`config.mk`:
```
export PLATFORM = sky130hd
export DESIGN_NAME = bitstream_reader_flat
export DESIGN_NICKNAME = d
export VERILOG_FILES = /design/src/rtl/bitstream_reader_if.sv /design/src/rtl/bitstream_reader.sv /design/src/flat_wrapper.sv
export SDC_FILE = /design/constraint.sdc
export NUM_CORES = 1
export LEC_CHECK = 0
export CAP_MARGIN = 25
export CELL_PAD_IN_SITES_DETAIL_PLACEMENT = 0
export CELL_PAD_IN_SITES_GLOBAL_PLACEMENT = 1
export CORE_UTILIZATION = 40
export DETAILED_ROUTE_END_ITERATION = 10
export MAX_ROUTING_LAYER = met4
export PLACE_DENSITY = 0.79
export SLEW_MARGIN = 20
export SYNTH_ARGS = -nofsm -noshare
export SYNTH_HDL_FRONTEND = slang
export SYNTH_SLANG_ARGS = --single-unit
```
`constraint.sdc`:
```
create_clock -name clk -period 5.2 [get_ports clk]
set_clock_uncertainty 0.1 [all_clocks]
set_input_delay 1.3 -clock clk [delete_from_list [all_inputs] [get_ports clk]]
set_output_delay 1.3 -clock clk [all_outputs]
set_load 0.01 [all_outputs]
```
`src/rtl/bitstream_reader_if.sv`:
```
// Producer/consumer bundle for bitstream_reader: byte-lane writes, windowed pops and status.
interface bitstream_reader_if #(
   parameter int BITSTREAM_WIDTH = 8,
   parameter int FIFO_ADDR_WIDTH = 4,
   parameter int WINDOW_WIDTH    = 16
);
   logic [BITSTREAM_WIDTH-1:0] in_bit_1;
   logic [BITSTREAM_WIDTH-1:0] in_bit_2;
   logic [BITSTREAM_WIDTH-1:0] in_bit_3;
   logic [2:0]                 in_flag;
   logic                       in_last;
   logic                       in_ready;
   logic                       rd_req;
   logic [1:0]                 rd_bytes;
   logic [WINDOW_WIDTH-1:0]    out_window;
   logic                       out_valid;
   logic [FIFO_ADDR_WIDTH:0]   out_avail;
   logic                       out_done;
   logic                       out_error;
   logic [31:0]                out_byte_count;
   logic                       start;

   modport master (
      output in_bit_1, in_bit_2, in_bit_3, in_flag, in_last, rd_req, rd_bytes, start,
      input  in_ready, out_window, out_valid, out_avail, out_done, out_error, out_byte_count
   );

   modport slave (
      input  in_bit_1, in_bit_2, in_bit_3, in_flag, in_last, rd_req, rd_bytes, start,
      output in_ready, out_window, out_valid, out_avail, out_done, out_error, out_byte_count
   );
endinterface

```
`src/rtl/bitstream_reader.sv`:
```
// Byte circular buffer turning up-to-3-byte writes into a 2-byte look-ahead window with pops.
// Optional popped-byte counter enabled by defining BITSTREAM_READER_STATS_EN.
module bitstream_reader #(
   parameter int BITSTREAM_WIDTH = 8,
   parameter int FIFO_ADDR_WIDTH = 4,
   parameter int WINDOW_WIDTH    = 16
) (
   input  logic              clk,
   input  logic              reset,
   bitstream_reader_if.slave bus
);
   localparam int DEPTH = 2 ** FIFO_ADDR_WIDTH;
   localparam int CW    = FIFO_ADDR_WIDTH + 1;
   localparam logic [FIFO_ADDR_WIDTH-1:0] PTR_ONE = 1;
   localparam logic [FIFO_ADDR_WIDTH-1:0] PTR_TWO = 2;

   typedef enum logic [1:0] {S_IDLE, S_STREAM, S_DRAIN, S_DONE} state_t;

   state_t                     r_state;
   state_t                     w_state_next;
   logic [BITSTREAM_WIDTH-1:0] r_mem [DEPTH];
   logic [FIFO_ADDR_WIDTH-1:0] r_wr_ptr;
   logic [FIFO_ADDR_WIDTH-1:0] r_rd_ptr;
   logic [CW-1:0]              r_count;
   logic                       r_error;

   logic [CW-1:0]              w_free;
   logic [CW-1:0]              w_flag_n;
   logic [CW-1:0]              w_req_n;
   logic [CW-1:0]              w_pop_n;
   logic [CW-1:0]              w_count_next;
   logic                       w_wr_phase;
   logic                       w_flag_legal;
   logic                       w_flag_bad;
   logic                       w_overflow;
   logic                       w_wr_en;
   logic                       w_last_ok;
   logic [BITSTREAM_WIDTH-1:0] w_byte_0;
   logic [BITSTREAM_WIDTH-1:0] w_byte_1;

   // Free space is judged before any same-cycle pop, so a full buffer rejects even when draining.
   always_comb begin
      w_free       = CW'(DEPTH) - r_count;
      w_flag_n     = CW'(bus.in_flag);
      w_wr_phase   = (r_state == S_IDLE) || (r_state == S_STREAM);
      w_flag_legal = (bus.in_flag != 3'd0) && (bus.in_flag <= 3'd3);
      w_flag_bad   = w_wr_phase && (bus.in_flag > 3'd3);
      w_overflow   = w_wr_phase && w_flag_legal && (w_flag_n > w_free);
      w_wr_en      = w_wr_phase && w_flag_legal && !w_overflow;
      w_last_ok    = bus.in_last && (w_wr_en || ((r_state == S_STREAM) && (bus.in_flag == 3'd0)));
      w_req_n      = (bus.rd_req && (bus.rd_bytes != 2'd3)) ? CW'(bus.rd_bytes) : '0;
      w_pop_n      = '0;
      case (r_state)
         S_STREAM: if (r_count >= w_req_n) w_pop_n = w_req_n;
         S_DRAIN:  w_pop_n = (w_req_n < r_count) ? w_req_n : r_count;
         default:  w_pop_n = '0;
      endcase
      w_count_next = r_count + (w_wr_en ? w_flag_n : '0) - w_pop_n;

      w_state_next = r_state;
      case (r_state)
         S_IDLE: begin
            if (w_last_ok)    w_state_next = S_DRAIN;
            else if (w_wr_en) w_state_next = S_STREAM;
         end
         S_STREAM: if (w_last_ok) w_state_next = S_DRAIN;
         S_DRAIN:  if (w_count_next == '0) w_state_next = S_DONE;
         default:  w_state_next = r_state;
      endcase
   end

   always_ff @(posedge clk or negedge reset) begin
      if (!reset) begin
         r_state  <= S_IDLE;
         r_wr_ptr <= '0;
         r_rd_ptr <= '0;
         r_count  <= '0;
         r_error  <= 1'b0;
      end else if (bus.start) begin
         r_state  <= S_IDLE;
         r_wr_ptr <= '0;
         r_rd_ptr <= '0;
         r_count  <= '0;
         r_error  <= 1'b0;
      end else begin
         r_state  <= w_state_next;
         r_wr_ptr <= r_wr_ptr + (w_wr_en ? w_flag_n[FIFO_ADDR_WIDTH-1:0] : '0);
         r_rd_ptr <= r_rd_ptr + w_pop_n[FIFO_ADDR_WIDTH-1:0];
         r_count  <= w_count_next;
         r_error  <= r_error | w_flag_bad | w_overflow;
      end
   end

   always_ff @(posedge clk or negedge reset) begin
      if (!reset) begin
         for (int i = 0; i < DEPTH; i++) r_mem[i] <= '0;
      end else if (w_wr_en && !bus.start) begin
         r_mem[r_wr_ptr] <= bus.in_bit_1;
         if (bus.in_flag >= 3'd2) r_mem[r_wr_ptr + PTR_ONE] <= bus.in_bit_2;
         if (bus.in_flag == 3'd3) r_mem[r_wr_ptr + PTR_TWO] <= bus.in_bit_3;
      end
   end

   // Positions past the stored count read as zero padding rather than stale buffer bytes.
   assign w_byte_0 = (r_count >= CW'(1)) ? r_mem[r_rd_ptr] : '0;
   assign w_byte_1 = (r_count >= CW'(2)) ? r_mem[r_rd_ptr + PTR_ONE] : '0;

   assign bus.out_window = WINDOW_WIDTH'({w_byte_0, w_byte_1});
   assign bus.out_valid  = (r_count >= CW'(2)) || ((r_state == S_DRAIN) && (r_count != '0));
   assign bus.out_avail  = r_count;
   assign bus.out_done   = (r_state == S_DONE);
   assign bus.out_error  = r_error;
   assign bus.in_ready   = (w_free >= CW'(3)) && w_wr_phase;

`ifdef BITSTREAM_READER_STATS_EN
   logic [31:0] r_byte_count;

   always_ff @(posedge clk or negedge reset) begin
      if (!reset)         r_byte_count <= '0;
      else if (bus.start) r_byte_count <= '0;
      else                r_byte_count <= r_byte_count + 32'(w_pop_n);
   end

   assign bus.out_byte_count = r_byte_count;
`else
   assign bus.out_byte_count = '0;
`endif

endmodule

```
`src/flat_wrapper.sv`:
```
// flat-port wrapper written by rule: the top's interface ports become plain ports
module bitstream_reader_flat 
#(
   parameter int BITSTREAM_WIDTH = 8,
   parameter int FIFO_ADDR_WIDTH = 4,
   parameter int WINDOW_WIDTH    = 16
)
  (clk, reset, bus_in_bit_1, bus_in_bit_2, bus_in_bit_3, bus_in_flag, bus_in_last, bus_rd_req, bus_rd_bytes, bus_start, bus_in_ready, bus_out_window, bus_out_valid, bus_out_avail, bus_out_done, bus_out_error, bus_out_byte_count);
  bitstream_reader_if #(.BITSTREAM_WIDTH(BITSTREAM_WIDTH), .FIFO_ADDR_WIDTH(FIFO_ADDR_WIDTH), .WINDOW_WIDTH(WINDOW_WIDTH)) bus_i ();
  input  logic clk;
  input  logic reset;
  input wire logic [$bits(bus_i.in_bit_1)-1:0] bus_in_bit_1;
  input wire logic [$bits(bus_i.in_bit_2)-1:0] bus_in_bit_2;
  input wire logic [$bits(bus_i.in_bit_3)-1:0] bus_in_bit_3;
  input wire logic [$bits(bus_i.in_flag)-1:0] bus_in_flag;
  input wire logic [$bits(bus_i.in_last)-1:0] bus_in_last;
  input wire logic [$bits(bus_i.rd_req)-1:0] bus_rd_req;
  input wire logic [$bits(bus_i.rd_bytes)-1:0] bus_rd_bytes;
  input wire logic [$bits(bus_i.start)-1:0] bus_start;
  output wire logic [$bits(bus_i.in_ready)-1:0] bus_in_ready;
  output wire logic [$bits(bus_i.out_window)-1:0] bus_out_window;
  output wire logic [$bits(bus_i.out_valid)-1:0] bus_out_valid;
  output wire logic [$bits(bus_i.out_avail)-1:0] bus_out_avail;
  output wire logic [$bits(bus_i.out_done)-1:0] bus_out_done;
  output wire logic [$bits(bus_i.out_error)-1:0] bus_out_error;
  output wire logic [$bits(bus_i.out_byte_count)-1:0] bus_out_byte_count;
  assign bus_i.in_bit_1 = bus_in_bit_1;
  assign bus_i.in_bit_2 = bus_in_bit_2;
  assign bus_i.in_bit_3 = bus_in_bit_3;
  assign bus_i.in_flag = bus_in_flag;
  assign bus_i.in_last = bus_in_last;
  assign bus_i.rd_req = bus_rd_req;
  assign bus_i.rd_bytes = bus_rd_bytes;
  assign bus_i.start = bus_start;
  assign bus_in_ready = bus_i.in_ready;
  assign bus_out_window = bus_i.out_window;
  assign bus_out_valid = bus_i.out_valid;
  assign bus_out_avail = bus_i.out_avail;
  assign bus_out_done = bus_i.out_done;
  assign bus_out_error = bus_i.out_error;
  assign bus_out_byte_count = bus_i.out_byte_count;
  bitstream_reader #(.BITSTREAM_WIDTH(BITSTREAM_WIDTH), .FIFO_ADDR_WIDTH(FIFO_ADDR_WIDTH), .WINDOW_WIDTH(WINDOW_WIDTH)) u_core (.clk(clk), .reset(reset), .bus(bus_i));
endmodule
```
==> parameters.txt <==
Parameter                              Value

Status
  Outcome    finished, final reports clean

Cells and area
  Count of antenna diodes in the layout    0
  Share of the core filled with cells    0.453
  Final net count    approximately 1500
  Final Instance Area    approximately 15000 um2
  Growth of design area from synthesis to finish    11.8%
  Share of final-layout standard cells stronger than drive strength 1    0.166
  Most common library cell in the layout ignoring fill and taps    mux2i_1
  Most frequent cells in the layout    251 x mux2i_1, 159 x nor2_1, 145 x a21oi_1

Timing
  Remaining max-slew budget at the tightest pin    0.235
  Unrepaired setup endpoints after global routing    true
  Setup slack after layout    142 ps
  F_max    around 0.20 GHz
  Slew @ Worst Pin    1140 ps
  Post-layout min period    between 5000 and 6000 ps
  Post-route fraction of the period consumed by the critical path    0.973
  Setup total negative slack    0 ps
  Hold violation count in the final report    0
  Setup violations, final    0
  Final Slew Violations    0

Synth
  Number of synthesis warnings    0
  Proportion of synthesized chip area in sequential cells    0.274
  Count of flip-flops with a built-in enable after synthesis    0
  Share of Yosys cell area claimed by the top area cell type    0.274
  Flop and latch count out of synthesis    about 140
  Per-instance average area after synthesis    around 9.5 um2
  Post-synthesis cell area    between 10000 and 15000 um2
  Top FF cell, synth    dfrtp_1
  Main area contributors after synthesis    dfrtp_1 27%, mux2i_1 19%, mux4_2 12%
  Share of synthesized flip-flops with an asynchronous set or reset    1.00
  Cell count after synthesis    between 1000 and 1500
  Number of different library cells in the post-synthesis netlist    68
  Post-synthesis cell type with the largest combined area    dfrtp_1

Clock tree
  Clock latency reported for the late side of the worst-skew pair    roughly 440 ps
  CTS tree    built
  CTS Hold Buffers Added    0
  Worst-case clock buffer depth    2
  H-tree depth reported by CTS    4
  Total number of clock tree sinks    between 100 and 150
  Clock buffer count from CTS    17
  Clk slew on worst S/H paths    approximately 60 ps
  Buffer type at the clock tree root    clkbuf_16

Placement
  Detailed placement HPWL    between 20000 and 30000 um
  Port-buffer cells    just under 60
  Pre-CTS worst setup slack    -685 ps
  Standard cell area after detailed placement    13900 um2
  Final estimated routing congestion in global placement    between 0.8 and 0.9

Floorplan
  Die area    ~34000 um2
  Y dimension of the die    between 150 and 200 um
  Core region area    32500 um2
  Initial Util    0.405
  Number of primary I/O pins    91
  Number of standard-cell rows in the floorplan    66
  Width of the chip    183 um

Global routing
  Pin count of the biggest net entering global routing    between 90 and 100
  First-pass GRT wire length    about 65000 um
  GRT Total Usage    0.270
  Number of global-route vias before repair    10500
  GRT overflow    0
  Number of antenna violations at the first check in global routing    0

Job
  Max_cap viols    0

Routing
  First-pass detailed-route iteration total    5
  Wirelength per Cell    23.4 um
  Detailed-route vias per instance    ~6.0
  Count of routing violations after the opening detailed-route iteration    approximately 1100
  Remaining routing DRC violations    0
  Post-detailed-routing wire length    43400 um
  Remaining antenna violation count after routing    0
  Via count    approximately 11000

Setup path
  Critical-path top delay cell    fa_2
  Startpoint type of the worst setup path    input port
  Critical path class    in -> reg
  Cells along the critical path    clkdlybuf4s50_1 -> nand3b_1 -> ha_1 -> nor2b_2 -> a2bb2oi_2 -> or2_4 -> mux2i_1 -> and2_1 -> o21ai_2 -> fa_2 -> fa_2 -> a21o_1 -> a21oi_2 -> xnor2_2 -> a211oi_2 -> a211oi_2 -> mux2_4
  CP max stage delay    500 ps
  Arrival time at the worst endpoint    roughly 5300 ps
  Number of buffer and inverter stages on the critical path    1
  Maximum fanout count along the critical path    2
  Kind of end point of the critical path    register
  Required time reported for the critical path endpoint    ~5400 ps
  Family of cells with the greatest summed delay on the critical path    adder cells

Min path
  Path type of the worst min-delay path    reg -> reg

Pwr
  Power Density    between 500 and 600 nW/um2
  Peak supply drop    just over 0.0004 V
  Leakage power    between 5 and 6 nW
  PnR Total Power    just over 0.008 W
[per-stage QoR]
stage / hold slack [ps] / instances
after floorplan: 423 / 1423
after global placement: 410 / 1814
after detailed placement: 406 / 1814
after CTS: 421 / 1845
after global routing: 452 / 1855
final: 414 / 1855
[report_power, final]
group | internal [W] | switching (W) | total (W)
Sequential | 0.00161 | 0.000550 | 0.00216
Clock | 0.000719 | 0.000541 | 0.00126
Combinational | 0.00227 | 0.00242 | 0.00470
Total | 0.00460 | 0.00351 | 0.00812
[layout make-up]
class / instances / area (um2)
fill: 3073 / 17800
multi-input combinational: 1109 / 8800
sequential: 144 / 3610
timing repair buffer: 115 / 1100
tap: 442 / 553
clock buffer: 19 / 443
clock inverter: 12 / 135
inverter: 14 / 52.6
[worst paths after layout]
| check | cells after the start | endpoint | slack (ps) | from |
|---|---|---|---|---|
| max | 17 | u_core.r_state[1] | 140 | bus_rd_bytes[1] |
| min | 1 | u_core.bus.out_error | 410 | u_core.bus.out_error |
| min in group asynchronous | 1 | u_core.r_mem[39] | 660 | reset |
| min reg2reg | 1 | u_core.bus.out_error | 410 | u_core.bus.out_error |
| max in group asynchronous | 2 | u_core.r_mem[89] | 3670 | reset |
| max reg2reg | 16 | u_core.r_state[1] | 580 | u_core.bus.out_avail[0] |
[synthesized netlist by cell type, types with 3 or more instances]
library cell  number
nor3_1             3
nor2_2             7
nor2_1           159
dfrtp_1          144
o21ai_0          111
buf_4             44
buf_2             65
a21oi_1          147
buf_6              8
a21oi_2            6
buf_1              7
nor4b_4            3
nor3_4             6
nor2b_1           23
xor2_1             9
xnor2_1            5
or2_2              6
nand2_1          116
o21ai_1            5
and2b_1            3
fa_1               5
a211oi_1          33
nor4_4            13
ha_1              28
a21o_1             4
mux2i_1          251
clkbuf_1          31
mux4_2            72
nand3_1            8
nand2b_1           6
inv_1             14
[registers in the layout (all words and copies together) (netlist names)]
name	cells
u_core.r_mem	128
u_core.bus.out_avail	5
u_core.r_wr_ptr	4
u_core.r_state	2
u_core.r_rd_ptr	4
u_core.bus.out_error	1
[cells by family (layout without fill, tap and decap cells)]
group                      after synthesis  count (layout)  synth area share
AOI/OAI and AO/OA                      322             322             0.136
DFF                                    144             144             0.274
and+or+nand+nor                        377             377             0.155
muxes                                  324             324             0.315
xor gates and xnor gates                16              16            0.0118
other                                    2              37          0.000572
adders and majority gates               33              33            0.0343
buffers and inverters                  170             160            0.0720
[routing by layer]
layer	up-vias	wire length, um	global-route usage
met4	0	1860	0.129
met2	569	20100	0.413
li1	4982	-	-
met1	5472	18100	0.350
met3	115	3380	0.0425
met5	-	0	-
[repair_timing]
action | in CTS | in global routing
cloned | 0 | 0
resized for setup | 4 | 11
buffers inserted | 0 | 4
pin swaps | 3 | 10
endpoints found under the setup margin | 2 | 8
Power figures use the tool's default switching activity.
